<file path="src/rtl/alu_control_seq.sv">
// EX-stage ALU operation decoder with an RV32M/RV64M sequencer.
// Base ops decode combinationally; mul/div stall EX until the result is ready.
module alu_control_seq #(
  parameter int XLEN    = 32,
  parameter int MUL_LAT = 2,
  parameter int OP_W    = 5
) (
  input  logic            clk,
  input  logic            rst_n,
  input  logic            valid_i,
  input  logic            flush_i,
  input  logic [1:0]      ALUOp,
  input  logic            is_rtype,
  input  logic [6:0]      Funct7,
  input  logic [2:0]      Funct3,
  input  logic [XLEN-1:0] a_i,
  input  logic [XLEN-1:0] b_i,
  output logic [OP_W-1:0] Operation,
  output logic            stall_o,
  output logic [XLEN-1:0] md_result_o,
  output logic            md_valid_o
);

  typedef enum logic [1:0] {IDLE, MUL, DIV, DONE} state_t;

  localparam int CMAX = (XLEN > MUL_LAT) ? XLEN : MUL_LAT;
  localparam int CW   = $clog2(CMAX) + 1;

  state_t state, nxt;

  logic            is_mop, is_shift, issue;
  logic [6:0]      f7;
  logic [3:0]      br_code, rr_code;
  logic            dz, ovf, special;
  logic [XLEN-1:0] spec_res;

  logic [CW-1:0]   cnt;
  logic [1:0]      f3_q;
  logic [XLEN-1:0] a_q, b_q;
  logic [XLEN-1:0] quo_q, rem_q, dvs_q;
  logic            negq_q, negr_q;

  logic              sa, sb;
  logic [2*XLEN-1:0] ea, eb, prod;
  logic [XLEN-1:0]   mul_res;
  logic [XLEN:0]     trial;
  logic [XLEN-1:0]   quo_n, rem_n, div_res;
  logic              mul_last, div_last;

  // I-type only carries Funct7 for shifts (it is imm[11:5] otherwise)
  assign is_shift = (Funct3 == 3'b001) || (Funct3 == 3'b101);
  assign f7       = (is_rtype || is_shift) ? Funct7 : 7'b0;
  assign is_mop   = (ALUOp == 2'b10) && is_rtype && (Funct7 == 7'b0000001);

  always_comb begin
    br_code = 4'b0011;
    unique case (Funct3)
      3'b000:  br_code = 4'b1000;
      3'b001:  br_code = 4'b0100;
      3'b100:  br_code = 4'b0101;
      3'b101:  br_code = 4'b0110;
      default: br_code = 4'b0011;
    endcase
  end

  always_comb begin
    rr_code = 4'b0011;
    unique case (Funct3)
      3'b000:  rr_code = (is_rtype && f7 == 7'b0100000) ? 4'b1001 : 4'b0011;
      3'b001:  rr_code = 4'b1100;
      3'b010:  rr_code = 4'b0111;
      3'b100:  rr_code = 4'b0010;
      3'b101:  rr_code = (f7 == 7'b0100000) ? 4'b1010 : 4'b1011;
      3'b110:  rr_code = 4'b0001;
      3'b111:  rr_code = 4'b0000;
      default: rr_code = 4'b0011;
    endcase
  end

  always_comb begin
    Operation = OP_W'({1'b0, 4'b0011});
    unique case (1'b1)
      is_mop:                       Operation = OP_W'({2'b10, Funct3});
      ALUOp == 2'b01:               Operation = OP_W'({1'b0, br_code});
      ALUOp == 2'b10 && !is_mop:    Operation = OP_W'({1'b0, rr_code});
      default:                      Operation = OP_W'({1'b0, 4'b0011});
    endcase
  end

  assign dz  = (b_i == '0);
  assign ovf = !Funct3[0] && (a_i == {1'b1, {(XLEN-1){1'b0}}}) && (b_i == '1);
  assign special = Funct3[2] && (dz || ovf);
  always_comb begin
    spec_res = '0;
    if (Funct3[1]) spec_res = dz ? a_i : '0;
    else           spec_res = dz ? '1 : a_i;
  end

  assign issue = rst_n && (state == IDLE) && valid_i && is_mop && !flush_i;

  // Sign-extend to 2*XLEN so the truncated product is exact for every variant
  assign sa      = (f3_q != 2'b11) & a_q[XLEN-1];
  assign sb      = !f3_q[1] & b_q[XLEN-1];
  assign ea      = {{XLEN{sa}}, a_q};
  assign eb      = {{XLEN{sb}}, b_q};
  assign prod    = ea * eb;
  assign mul_res = (f3_q == 2'b00) ? prod[XLEN-1:0] : prod[2*XLEN-1:XLEN];

  // Restoring divider: quo_q shifts the dividend out and quotient bits in
  assign trial   = {rem_q, quo_q[XLEN-1]} - {1'b0, dvs_q};
  assign quo_n   = {quo_q[XLEN-2:0], ~trial[XLEN]};
  assign rem_n   = trial[XLEN] ? {rem_q[XLEN-2:0], quo_q[XLEN-1]}
                               : trial[XLEN-1:0];
  assign div_res = f3_q[1] ? (negr_q ? -rem_n : rem_n)
                           : (negq_q ? -quo_n : quo_n);

  assign mul_last = (cnt == CW'(MUL_LAT - 1));
  assign div_last = (cnt == CW'(XLEN - 1));

  always_comb begin
    nxt        = state;
    stall_o    = 1'b0;
    md_valid_o = 1'b0;
    unique case (state)
      IDLE: begin
        if (issue) begin
          stall_o = 1'b1;
          if (!Funct3[2])   nxt = MUL;
          else if (special) nxt = DONE;
          else              nxt = DIV;
        end
      end
      MUL: begin
        stall_o = !flush_i;
        if (flush_i)       nxt = IDLE;
        else if (mul_last) nxt = DONE;
      end
      DIV: begin
        stall_o = !flush_i;
        if (flush_i)       nxt = IDLE;
        else if (div_last) nxt = DONE;
      end
      DONE: begin
        md_valid_o = !flush_i;
        nxt        = IDLE;
      end
      default: nxt = IDLE;
    endcase
  end

  always_ff @(posedge clk or negedge rst_n) begin
    if (!rst_n) state <= IDLE;
    else        state <= nxt;
  end

  always_ff @(posedge clk or negedge rst_n) begin
    if (!rst_n) begin
      cnt         <= '0;
      f3_q        <= '0;
      a_q         <= '0;
      b_q         <= '0;
      quo_q       <= '0;
      rem_q       <= '0;
      dvs_q       <= '0;
      negq_q      <= 1'b0;
      negr_q      <= 1'b0;
      md_result_o <= '0;
    end else if (issue) begin
      cnt    <= '0;
      f3_q   <= Funct3[1:0];
      a_q    <= a_i;
      b_q    <= b_i;
      rem_q  <= '0;
      quo_q  <= (!Funct3[0] && a_i[XLEN-1]) ? -a_i : a_i;
      dvs_q  <= (!Funct3[0] && b_i[XLEN-1]) ? -b_i : b_i;
      negq_q <= !Funct3[0] && (a_i[XLEN-1] ^ b_i[XLEN-1]);
      negr_q <= !Funct3[0] && a_i[XLEN-1];
      if (special) md_result_o <= spec_res;
    end else if (state == MUL && !flush_i) begin
      cnt <= cnt + 1'b1;
      if (mul_last) md_result_o <= mul_res;
    end else if (state == DIV && !flush_i) begin
      cnt   <= cnt + 1'b1;
      quo_q <= quo_n;
      rem_q <= rem_n;
      if (div_last) md_result_o <= div_res;
    end
  end

endmodule

</file>
<file path="config.mk">
export PLATFORM = sky130hd
export DESIGN_NAME = alu_control_seq
export DESIGN_NICKNAME = d
export VERILOG_FILES = /design/src/rtl/alu_control_seq.sv
export SDC_FILE = /design/constraint.sdc
export NUM_CORES = 2
export LEC_CHECK = 0
export ABC_CLOCK_PERIOD_IN_PS = 10800
export BUFFER_PORTS_ARGS = -buffer_cell sky130_fd_sc_hd__buf_2
export CAP_MARGIN = 25
export CORE_AREA = 2 2 285 287
export DETAILED_ROUTE_END_ITERATION = 8
export DIE_AREA = 0 0 287 289
export PLACE_DENSITY = 0.84
export SYNTH_ARGS = -nofsm -noshare
export SYNTH_HDL_FRONTEND = slang
export SYNTH_SLANG_ARGS = --single-unit
</file>
<file path="constraint.sdc">
create_clock -name clk -period 10.8 [get_ports clk]
set_input_delay 1.08 -clock clk [delete_from_list [all_inputs] [get_ports clk]]
set_output_delay 1.08 -clock clk [all_outputs]
set_load 0.05 [all_outputs]
</file>
==> results by group <==
Run status
  • Status: completed

Detailed routing
  • Via count: 44.07k
  • WL final: 164300 um
  • DRT iter0 DRCs: 4650
  • Drt drc: 0
  • DR WL/cell: 23.05 um
  • Pre-antenna DRT Iters: 6
  • Via-to-Cell Ratio: 6.181
  • Antenna Violating Nets Remaining: 0

Placement
  • GP Congestion: 1.042
  • DP HPWL: 129400 um
  • # port buffers: 119

Setup path
  • Worst setup path class: reg2reg
  • Setup crit start kind: flop
  • CP Max Fanout: 16
  • Crit. End Element: flop
  • Critical path arrival: 10.32 ns
  • Required time worst endpoint: 11.22 ns
  • Worst R2R Path Depth: 26

Flow run
  • Max-cap violations: 0

Synth
  • Post-synth top cells: inv_1 (1156), nand2_1 (1145), fa_1 (1126), and2_1 (369), clkbuf_1 (332)
  • Area leader, netlist: fa_1
  • Dominant synthesized flop cell: dfrtp_1
  • Post-Synth XOR/XNOR Area: 3.450%
  • Cell area after synthesis: 0.05306 mm2
  • Top cells by area, synth: fa_1 (42%), dfrtp_1 (9.6%), inv_1 (8.2%)
  • Synth Warn #: 0
  • Synth cell types: 98
  • Fraction of the mapped netlist area in compound gates: 9.298%
  • #FFs+latches synth: 203
  • Sequential area share after synthesis: 9.574%
  • Post-Synth Simple-Gate Area: 17.75%
  • Syn Inst Count: 6154
  • Combinational family with the most area after synthesis: adder cells
  • Number of synthesized flops with an enable pin: 0
  • Most frequent cell after synthesis: inv_1
  • Adder-cell share of the synthesized area: 48.61%
  • Mapped Avg Cell Area: 8.622 um2
  • Post-synth top area share: 42.48%
  • Syn Nets: 7619
  • Mux cell area share after synthesis: 0.6107%
  • Async S/R FF share, synth: 100.0%

Floorplanning
  • Ports: 120
  • Core ar.: 0.07990 mm2
  • Starting Density: 66.41%
  • Chip Height: 289 um
  • Core Rows: 104
  • DIE AREA: 0.08294 mm2
  • Die X: 287 um

Clock tree
  • Sink Count: 203
  • CTS root buffer: clkbuf_16
  • Post-cts resize count: 0
  • Clock-pin slew on the worst setup and hold paths: 0.06 ns
  • CTS Hold Bufs: 0
  • Longest Clk Path Bufs: 3
  • Htree depth: 1
  • Worst-Skew Late Latency: 0.56 ns
  • CTS Buf Count: 24
  • CTS tree: done
  • Post-CTS Setup Inserts: 0

Timing
  • Worst slew margin: 26.16%
  • Unrepaired setup endpoints after global routing: false
  • Worst slew pin tran: 1.108 ns
  • Final period utilization: 91.66%
  • Setup tns final: 0 ns
  • Final hold vios: 0
  • Fin Hold WS: 0.4779 ns
  • Finish-stage setup viols: 0
  • Fin crit period: 9.899 ns
  • Fin Clk Skew: 0.02405 ns
  • Fmax: 0.1010 GHz
  • Slew Viols, Final: 0

Pwr
  • Clk network pwr share: 18.2%
  • Max VDD drop: 278.1 uV
  • Switch Pwr: 2425 uW
  • Leakage: 0.02747 uW
  • Sequential share of power: 24.5%
  • Int Power: 2342 uW
  • Switching part of the total: 50.86%
  • Logic pwr share: 57.3%
  • Pwr Density: 86.13 mW/mm2

Worst hold path
  • Hold Path Stages: 2
  • Hold Path Class: reg2reg

Layout
  • Area Overhead vs Synth: 4.301%
  • Fill count: 6247
  • Nets: 7512
  • Layout cells sized above 1: 5.475%

GRT
  • Global-route wire length before repair: 262100 um
  • GRT Util Overall: 41.36%
  • Largest net degree at the start of global routing: 209
  • Gr ovfl total: 0
  • Number of global-route vias before repair: 46.65k
  • Initial antenna violation count: 5
-- worst max-delay path, cell delays in order (launching register included) --
cell      delay (ns)
dfrtp_1         0.45
a21boi_2        0.73
nand2_1         0.27
fa_1            0.60
fa_1            0.50
inv_1           0.06
fa_1            0.77
inv_1           0.27
fa_1            0.85
inv_1           0.41
fa_1            0.57
fa_1            0.50
fa_1            0.49
inv_1           0.04
fa_1            0.47
inv_1           0.04
ha_1            0.33
nand3_1         0.14
nor3_1          0.28
nand2_1         0.11
or3_1           0.32
o211ai_1        0.27
nand2_1         0.23
o311a_1         0.37
or4_1           0.51
nand4_1         0.09
a31oi_1         0.06
-- kinds of logic (layout without fill, tap and decap cells) --
logic type / after synthesis / in the layout
xor gates and xnor gates: 209 / 209
and+or+nand+nor: 2062 / 2062
adders and majority gates: 1386 / 1386
buffers and inverters: 1508 / 1418
other: 0 / 5
muxes: 32 / 32
AOI/OAI and AO/OA: 754 / 754
DFF: 203 / 203
-- metal layers --
layer,up-vias,track usage [%],routed length (um)
li1,18550,-,-
met5,-,0,26
met2,2886,63.58,73380
met4,4,23.74,11510
met1,21990,54.39,59890
met3,636,9.693,19530
-- cell usage in the layout, fill, tap and decap left out, types with 72 or more instances in the layout --
cell type	count
inv_1	1156
nand2_1	1145
fa_1	1126
and2_1	369
ha_1	258
nor2_1	249
dfrtp_1	196
a21oi_1	188
o21ai_0	168
xnor2_1	137
buf_2	119
buf_4	91
xor2_1	72
-- layout make-up --
type | count | area [um2] | area share [%]
sequential | 203 | 5089 | 9.195
inverter | 1158 | 4347 | 7.854
timing repair buffer | 217 | 1425 | 2.575
clock inverter | 11 | 120.1 | 0.2170
antenna | 5 | 12.51 | 0.02261
multi-input combinational | 4443 | 42330 | 76.49
clock buffer | 32 | 691.9 | 1.250
tap | 1060 | 1326 | 2.397
-- state kept, by name (all words and copies together), names as in the netlist, 6 cells and up --
register	cells
a_q	32
cnt	6
b_q	32
md_result_o	32
quo_q	32
dvs_q	31
rem_q	32
-- final timing paths --
check                                    start  slack [ns]                     endpoint
setup / recovery           f3_q[0]$_DFFE_PN0P_        0.90  md_result_o[28]$_DFFE_PN0P_
hold / removal             b_q[23]$_DFFE_PN0P_        0.48          b_q[23]$_DFFE_PN0P_
setup reg to reg           f3_q[0]$_DFFE_PN0P_        0.90  md_result_o[28]$_DFFE_PN0P_
hold reg to reg            b_q[23]$_DFFE_PN0P_        0.48          b_q[23]$_DFFE_PN0P_
max in group asynchronous                rst_n        8.21         rem_q[7]$_DFFE_PN0P_
min in group asynchronous                rst_n        0.61        quo_q[12]$_DFFE_PN0P_
-- power by group through the flow --
| stage | Clock, uW | Sequential [uW] | Combinational, uW |
|---|---|---|---|
| floorplan | 0 | 1240 | 1760 |
| global placement | 0 | 1150 | 2580 |
| detailed placement | 0 | 1150 | 2640 |
| CTS | 865 | 1140 | 2650 |
| global route | 897 | 1170 | 2910 |
| finish | 867 | 1170 | 2730 |
-- metrics by stage --
| step | total power [uW] | cell area, um2 | cells | setup slack [ns] | util [%] |
|---|---|---|---|---|---|
| 6_report | 4767 | 55340 | 7129 | 0.9012 | 69.27 |
| 5_1_grt | 4976 | 55330 | 7126 | 0.3698 | 69.26 |
| 4_1_cts | 4662 | 55290 | 7122 | 0.9696 | 69.20 |
| 3_5_place_dp | 3790 | 54470 | 7079 | 0.9968 | 68.18 |
| 3_3_place_gp | 3733 | 54390 | 7074 | 1.204 | 68.08 |
| 2_1_floorplan | 3002 | 53060 | 6154 | 2.093 | - |
Note: power is estimated with default switching activity, not from simulation.
